File: src/rtl/rtc_tick_gen_if.sv
// rtl/rtc_tick_gen_if.sv - run/fast controls and timebase outputs of the RTC tick generator
interface rtc_tick_gen_if;
   logic       btn_run;
   logic       fast;
   logic       clk_1hz;
   logic       tick;
   logic       running;
   logic [1:0] mode;

   modport master (
      output btn_run, fast,
      input  clk_1hz, tick, running, mode
   );

   modport slave (
      input  btn_run, fast,
      output clk_1hz, tick, running, mode
   );
endinterface

File: src/rtl/rtc_tick_gen.sv
// rtl/rtc_tick_gen.sv - 1 Hz / fast timebase with debounced run/stop toggle
module rtc_tick_gen #(
   parameter int CLK_HZ     = 50_000_000,
   parameter int FAST_HZ    = 64,
   parameter int DEB_CYCLES = 1_000_000
) (
   input  logic            clk,
   input  logic            rst_n,
   rtc_tick_gen_if.slave   bus
);
   localparam int CW = $clog2(CLK_HZ);
   localparam int DW = $clog2(DEB_CYCLES + 1);

   localparam logic [CW-1:0] RUN_LAST  = CW'(CLK_HZ - 1);
   localparam logic [CW-1:0] RUN_HALF  = CW'(CLK_HZ / 2 - 1);
   localparam logic [CW-1:0] FAST_LAST = CW'(CLK_HZ / FAST_HZ - 1);
   localparam logic [CW-1:0] FAST_HALF = CW'(CLK_HZ / FAST_HZ / 2 - 1);
   localparam logic [DW-1:0] DEB_LAST  = DW'(DEB_CYCLES - 1);

   typedef enum logic [1:0] {
      ST_STOP = 2'd0,
      ST_RUN  = 2'd1,
      ST_FAST = 2'd2
   } mode_t;

   logic          btn_meta, btn_sync;
   logic          fast_meta, fast_sync;
   logic          deb_level, deb_prev;
   logic [DW-1:0] deb_cnt;
   logic          press;
   logic          running;
   mode_t         state, mode_next;
   logic [CW-1:0] cnt, last, half;
   logic          clk_1hz_r, tick_r;

   // Two-flop synchronizers for the asynchronous button and fast switch
   always_ff @(posedge clk or negedge rst_n) begin
      if (!rst_n) begin
         btn_meta  <= 1'b0;
         btn_sync  <= 1'b0;
         fast_meta <= 1'b0;
         fast_sync <= 1'b0;
      end else begin
         btn_meta  <= bus.btn_run;
         btn_sync  <= btn_meta;
         fast_meta <= bus.fast;
         fast_sync <= fast_meta;
      end
   end

   // Debounce: level follows the synced button only after DEB_CYCLES steady differing cycles
   always_ff @(posedge clk or negedge rst_n) begin
      if (!rst_n) begin
         deb_level <= 1'b0;
         deb_prev  <= 1'b0;
         deb_cnt   <= '0;
      end else begin
         deb_prev <= deb_level;
         if (btn_sync == deb_level) begin
            deb_cnt <= '0;
         end else if (deb_cnt == DEB_LAST) begin
            deb_level <= btn_sync;
            deb_cnt   <= '0;
         end else begin
            deb_cnt <= deb_cnt + DW'(1);
         end
      end
   end

   // A press is the debounced rising edge; release does nothing
   assign press = deb_level & ~deb_prev;

   // Run flag toggles on every press, including presses made in fast mode
   always_ff @(posedge clk or negedge rst_n) begin
      if (!rst_n) begin
         running <= 1'b0;
      end else if (press) begin
         running <= ~running;
      end
   end

   // Next mode: fast overrides, otherwise the run flag selects run or stop
   always_comb begin
      mode_next = ST_STOP;
      if (fast_sync) begin
         mode_next = ST_FAST;
      end else if (running) begin
         mode_next = ST_RUN;
      end
   end

   assign last = (state == ST_FAST) ? FAST_LAST : RUN_LAST;
   assign half = (state == ST_FAST) ? FAST_HALF : RUN_HALF;

   // Mode FSM and divider: a mode change discards the phase so the first tick is a full period later
   always_ff @(posedge clk or negedge rst_n) begin
      if (!rst_n) begin
         state     <= ST_STOP;
         cnt       <= '0;
         clk_1hz_r <= 1'b0;
         tick_r    <= 1'b0;
      end else if (mode_next != state) begin
         state     <= mode_next;
         cnt       <= '0;
         clk_1hz_r <= 1'b0;
         tick_r    <= 1'b0;
      end else if (state == ST_STOP) begin
         cnt       <= '0;
         clk_1hz_r <= 1'b0;
         tick_r    <= 1'b0;
      end else if (cnt == last) begin
         cnt       <= '0;
         clk_1hz_r <= 1'b1;
         tick_r    <= 1'b1;
      end else begin
         cnt    <= cnt + CW'(1);
         tick_r <= 1'b0;
         if (cnt == half) begin
            clk_1hz_r <= 1'b0;
         end
      end
   end

   assign bus.clk_1hz = clk_1hz_r;
   assign bus.tick    = tick_r;
   assign bus.running = running;
   assign bus.mode    = state;
endmodule

File: src/flat_wrapper.sv
// flat-port wrapper written by rule: the top's interface ports become plain ports
module rtc_tick_gen_flat 
#(
   parameter int CLK_HZ     = 50_000_000,
   parameter int FAST_HZ    = 64,
   parameter int DEB_CYCLES = 1_000_000
)
  (clk, rst_n, bus_btn_run, bus_fast, bus_clk_1hz, bus_tick, bus_running, bus_mode);
  rtc_tick_gen_if bus_i ();
  input  logic clk;
  input  logic rst_n;
  input wire logic [$bits(bus_i.btn_run)-1:0] bus_btn_run;
  input wire logic [$bits(bus_i.fast)-1:0] bus_fast;
  output wire logic [$bits(bus_i.clk_1hz)-1:0] bus_clk_1hz;
  output wire logic [$bits(bus_i.tick)-1:0] bus_tick;
  output wire logic [$bits(bus_i.running)-1:0] bus_running;
  output wire logic [$bits(bus_i.mode)-1:0] bus_mode;
  assign bus_i.btn_run = bus_btn_run;
  assign bus_i.fast = bus_fast;
  assign bus_clk_1hz = bus_i.clk_1hz;
  assign bus_tick = bus_i.tick;
  assign bus_running = bus_i.running;
  assign bus_mode = bus_i.mode;
  rtc_tick_gen #(.CLK_HZ(CLK_HZ), .FAST_HZ(FAST_HZ), .DEB_CYCLES(DEB_CYCLES)) u_core (.clk(clk), .rst_n(rst_n), .bus(bus_i));
endmodule
File: config.mk
export PLATFORM = sky130hd
export DESIGN_NAME = rtc_tick_gen_flat
export DESIGN_NICKNAME = d
export VERILOG_FILES = /design/src/rtl/rtc_tick_gen_if.sv /design/src/rtl/rtc_tick_gen.sv /design/src/flat_wrapper.sv
export SDC_FILE = /design/constraint.sdc
export NUM_CORES = 1
export LEC_CHECK = 0
export BUFFER_PORTS_ARGS = -buffer_cell sky130_fd_sc_hd__buf_2
export CORE_UTILIZATION = 35
export DETAILED_ROUTE_END_ITERATION = 12
export GPL_TIMING_DRIVEN = 0
export MAX_ROUTING_LAYER = met4
export PLACE_DENSITY = 0.55
export SYNTH_ARGS = -nofsm -noshare
export SYNTH_HDL_FRONTEND = slang
export SYNTH_SLANG_ARGS = --single-unit
File: constraint.sdc
create_clock -name clk -period 1.9 [get_ports clk]
set_input_delay 0.19 -clock clk [delete_from_list [all_inputs] [get_ports clk]]
set_output_delay 0.19 -clock clk [all_outputs]
set_load 0.01 [all_outputs]
==> flow_summary.ini, run 1 <==
[power]
p_leak_nw = 1.46
combPwrFrac = 0.047
switchingPower_w = 0.000603
ir_drop_mv = 0.447
intPower_w = 0.00189
powerDensity_nw_per_um2 = 704
sw_frac_of_total = 0.242
p_clk_frac = 0.458
power_frac_seq = 0.496

[drt]
wl_um = 6000
postRouteAntennaNets = 0
first_iter_violations = 89
drt-pass1-iter-count = 4
wl_per_cell_um = 14.0
vias = 2149
viasPerCell = 5.01
drc = 0

[place]
placed_area_um2 = 2960
place_congestion = 0.812
placed_cells = 389
place_ws_ns = -0.186
dp_hpwl_um = 3790
numPortBuffers = 8

[floorplanning]
num_rows = 32
io-pin-count = 9
die_area_um2 = 8340
fp.dieH_um = 91.3
core_um2 = 7730
initial_core_util = 0.362
die_x_um = 91.3

[clock_tree]
cts-htree-levels = 3
root_buffer = clkbuf_8
clk_path_buf_depth = 2
cts_sinks = 57
cts_inserted_buffers = 9
cts_tree = yes
clk_pin_slew_worst_paths_ns = 0.07
insertion_delay_ns = 0.35

[worst_setup_path]
path_class = flip-flop to flip-flop
cp_max_fo = 5
slowest_delay_ns = 0.54
start_kind = flip-flop
worstPathArrival_ns = 2.21
required_ns = 2.13
critPathSlowestCell = or4bb_1
worst_setup_path_end_kind = flip-flop
cp_cell_sequence = or4bb_1, nor4_2, o22ai_2, o21ai_4, buf_12, buf_8, nor2_2

[final_layout]
layoutNonFillerInstCount = 429
final_common_cell = dfrtp_1
final_cell_mix = dfrtp_1, nor2_1, xor2_1
area_delta_synth_final_pct = 27.0
drive_gt1_frac = 0.275
postLayoutCellArea_um2 = 3550
diodes = 0
nets = 328

[timing]
setup_viol = 24
max_freq_mhz = 505
rsz0062_at_grt = true
final_hold_viol_count = 0
layout_min_cycle_time_ns = 1.98
period_share = 1.04
finalHoldWorstSlack_ns = 0.357
skew_ns = 0.00951
report.final.slew_viol_count = 0
maxSlewHeadroom = 0.519
worst_slew_pin_slew_ns = 0.721
fin_setup_tns_ns = -1.62
fin_ws_ns = -0.0784

[global_routing]
grt_pass1_vias = 2158
grt_overflow = 0
grt_max_degree = 58
track_usage = 0.166
grt_pass1_wl_um = 10400
antenna_found_initial = 0

[run_status]
status = complete, but fails checks
violations = setup timing

[synth]
netlist.area_leader.share = 0.511
synth_fp_nets = 285
synth_area_um2 = 2790
synthTopCellsByArea = dfrtp_1, xor2_1, nor2_1
ys_types = 41
synth_top_cell_by_area = dfrtp_1
ys_seq_elements = 57
synth.avg_cell_area_um2 = 10.0
netlist_instances = 279
synth-main-ff-cell = dfrtp_1
synth_edf_count = 0
async_flop_share = 1.00
yosysSeqAreaShare = 0.511
ys_warn_count = 0

[job]
drv_cap = 0

[hold_path]
hold_class = flip-flop to flip-flop
final cells by class:
cell class / count / area (µm²)
fill: 730 / 4180
clock inverter: 7 / 77.6
sequential: 57 / 1440
clock buffer: 9 / 124
timing repair buffer: 34 / 283
buffer: 6 / 52.6
tap: 102 / 128
inverter: 4 / 15.0
multi-input combinational: 210 / 1430
cell usage after synthesis, drive strengths merged, types with 2 or more instances:
library cell  instances
nor4b                 2
inv                   4
o21ai                 3
nand4                13
a21oi                 4
buf                   3
and3                  6
nand3b                2
nand3                17
clkbuf                5
dfrtp                57
nor2                 55
xor2                 30
or4bb                 2
nor3                  4
nor2b                 3
xnor2                13
nor4                  9
nand2b                2
ha                    2
nand2                24
and4                  4
or4b                  2
power by group through the flow:
stage               Clock [W]  Sequential [W]  Combinational (W)
CTS                   0.00118         0.00124           0.000101
global route          0.00123         0.00124           0.000131
global placement            0         0.00126          0.0000722
finish                0.00114         0.00124           0.000116
detailed placement          0         0.00126          0.0000727
floorplan                   0         0.00126          0.0000334
through the flow:
| stage | power, W | utilization |
|---|---|---|
| after floorplan | 0.00129 | - |
| after global placement | 0.00133 | 0.383 |
| after detailed placement | 0.00133 | 0.383 |
| after CTS | 0.00252 | 0.441 |
| after global routing | 0.00260 | 0.459 |
| final | 0.00250 | 0.459 |
logic make-up after synthesis:
family / Yosys count / synth area share
adder cells (fa/ha/maj): 2 / 0.00896
AO/OA/AOI/OAI: 12 / 0.0340
multiplexers: 2 / 0.00761
buffers and inverters: 12 / 0.0242
flip-flops: 57 / 0.511
XOR/XNOR: 43 / 0.135
AND/OR/NAND/NOR: 151 / 0.280
what timing repair did:
item / CTS / global route
hold buffers: 2 / 1
endpoints found under the setup margin: 47 / 38
cloned: 2 / 0
pin swaps: 8 / 5
setup buffers: 13 / 8
endpoints found under the hold margin: 2 / 57
gates resized for setup: 25 / 19
sequential cells by signal (all words and copies together) (netlist names):
signal and count:
u_core.btn_meta 1, u_core.btn_sync 1, u_core.bus.clk_1hz 1, u_core.bus.mode 2, u_core.bus.running 1, u_core.bus.tick 1
u_core.cnt 26, u_core.deb_cnt 20, u_core.deb_level 1, u_core.deb_prev 1, u_core.fast_meta 1, u_core.fast_sync 1
final timing paths:
check,end,from,slack [ns],depth (start not counted)
worst max-delay path,u_core.cnt[7]$_DFF_PN0_,u_core.cnt[22]$_DFF_PN0_,-0.08,7
worst min-delay path,u_core.btn_sync$_DFF_PN0_,u_core.btn_meta$_DFF_PN0_,0.36,0
worst max register to register,u_core.cnt[7]$_DFF_PN0_,u_core.cnt[22]$_DFF_PN0_,-0.08,7
worst min register to register,u_core.btn_sync$_DFF_PN0_,u_core.btn_meta$_DFF_PN0_,0.36,0
max in group asynchronous,u_core.cnt[0]$_DFF_PN0_,rst_n,0.93,2
min in group asynchronous,u_core.cnt[14]$_DFF_PN0_,rst_n,0.44,2
layer usage:
layer,up-vias,share of wire,track usage
li1,1051,-,-
met1,1038,0.45,0.192
met2,39,0.48,0.265
met3,21,0.029,0.0469
met4,0,0.033,0.0833
met5,-,0,-
worst max-delay path, delay by kind of cell, from the launching register on:
kind,cells,cell delay (ns)
AOI/OAI and AO/OA,2,0.40
buffers and inverters,2,0.25
DFF,1,0.42
and+or+nand+nor,3,0.79
(Power assumes the default switching activity.)
==> run 2, diff against run 1 <==
- BUFFER_PORTS_ARGS: -buffer_cell sky130_fd_sc_hd__buf_2 -> not set
- DONT_BUFFER_PORTS: not set -> 1
- PLACE_DENSITY: 0.55 -> 0.54
==> run 2 against run 1 <==
  * The run now ends clean
  * Non-clock buffer count fell by 8
  * Maximum frequency increased by 4.3%
  * Critical path depth shrank 1
  * Clock power about the same
  * Worst setup slack gained 0.082 ns
==> flow_summary.ini, run 2 (same netlist as run 1, synthesis figures left out) <==
[run_status]
status = completed

[drt]
vias = 2134
drt-pass1-iter-count = 5
viasPerCell = 5.08
postRouteAntennaNets = 0
drc = 0
first_iter_violations = 91
wl_per_cell_um = 14.1
wl_um = 5900

[timing]
skew_ns = 0.00702
layout_min_cycle_time_ns = 1.90
fin_setup_tns_ns = 0
period_share = 0.998
maxSlewHeadroom = 0.705
max_freq_mhz = 527
worst_slew_pin_slew_ns = 0.439
rsz0062_at_grt = true
setup_viol = 0
final_hold_viol_count = 0
report.final.slew_viol_count = 0
fin_ws_ns = 0.00348

[worst_setup_path]
path_class = flip-flop to flip-flop
cp_max_fo = 10
required_ns = 2.12
reg2reg_from = u_core.cnt[4]$_DFF_PN0_
start_kind = flip-flop
cp_num_buf_inv = 2
critPathSlowestCell = or4b_4
critical_path.top_delay_family = simple AND/OR/NAND/NOR gates
crit_start = u_core.cnt[4]$_DFF_PN0_
worstPathArrival_ns = 2.11
worst_setup_path_end_kind = flip-flop
slowest_delay_ns = 0.53
cp_cell_sequence = inv_2, a2111oi_2, or4b_4, o21ai_4, buf_6, nor2_1

[floorplanning]
io-pin-count = 9
core_um2 = 7730
num_rows = 32
die_area_um2 = 8340
initial_core_util = 0.362
fp.dieH_um = 91.3
die_x_um = 91.3

[global_routing]
grt_overflow = 0
grt_max_degree = 58
grt_pass1_wl_um = 10300
grt_pass1_vias = 2175
track_usage = 0.163
antenna_found_initial = 0

[final_layout]
top_register = u_core.cnt
layoutNonFillerInstCount = 420
final_cell_mix = nor2_1, dfrtp_1, xor2_1
largest_reg_flops = 26
drive_gt1_frac = 0.242
area_delta_synth_final_pct = 24.5
postLayoutCellArea_um2 = 3480
diodes = 0
nets = 320
fillCellCount = 717
final_common_cell = nor2_1

[hold_path]
hold_class = flip-flop to flip-flop
hold_start = u_core.btn_meta$_DFF_PN0_

[clock_tree]
clk_pin_slew_worst_paths_ns = 0.06
clk_path_buf_depth = 2
cts_sinks = 57
cts_tree = yes
cts_inserted_buffers = 9
cts-htree-levels = 3
insertion_delay_ns = 0.33
root_buffer = clkbuf_8

[place]
dp_hpwl_um = 3770
numPortBuffers = 0
place_congestion = 0.796
placed_cells = 381
placed_area_um2 = 2920
place_ws_ns = -0.205

[power]
ir_drop_mv = 0.408
p_leak_nw = 1.42
powerDensity_nw_per_um2 = 703

[job]
drv_cap = 0
-- run 2: worst register-to-register path, cell delays in order, from the launching register on --
cell and delay, ns:
dfrtp_1 0.41, inv_2 0.07, a2111oi_2 0.33, or4b_4 0.53, o21ai_4 0.22, buf_6 0.17, nor2_1 0.06
-- run 2: layout make-up --
cell class,count,area [µm²],area share
plain buffers,7,52.6,0.0151
flip-flops and latches,57,1440,0.413
well taps,102,128,0.0367
multi-input cells,210,1440,0.412
inverters,4,15.0,0.00431
clock buffers,10,138,0.0396
clock inverters,5,56.3,0.0162
repair buffers,25,219,0.0629
-- run 2: worst paths after layout --
kind | end | slack (ns) | cells past startpoint
min in group asynchronous | u_core.cnt[15]$_DFF_PN0_ | 0.40 | 2
setup reg to reg | u_core.cnt[9]$_DFF_PN0_ | 0.003 | 6
setup / recovery | u_core.cnt[9]$_DFF_PN0_ | 0.003 | 6
hold / removal | u_core.btn_sync$_DFF_PN0_ | 0.35 | 0
max in group asynchronous | u_core.cnt[16]$_DFF_PN0_ | 1.23 | 2
hold reg to reg | u_core.btn_sync$_DFF_PN0_ | 0.35 | 0
-- run 2: power by group --
group	internal (W)	switching [W]
clock	0.000630	0.000477
combinational	0.0000414	0.0000596
sequential	0.00123	0.0000115
-- run 2: timing repair --
action,in CTS,in global routing
setup buffers,12,9
gates resized for setup,15,21
pin swaps,8,8
endpoints found under the hold margin,59,0
endpoints found under the setup margin,47,38
hold buffers,4,0
-- run 2: routing by layer --
layer	GRT usage	routed length, µm	vias to the layer above
met5	-	0	-
met4	0.0728	89	0
met3	0.0469	252	12
met2	0.258	2950	45
met1	0.194	2610	1045
li1	-	-	1032
-- run 2: metrics by stage --
stage,total power (W),hold slack [ns],utilization
floorplan,0.00129,-0.106,-
global placement,0.00130,-0.103,0.378
detailed placement,0.00131,-0.102,0.378
CTS,0.00246,0.354,0.430
global route,0.00254,0.366,0.450
finish,0.00245,0.350,0.450
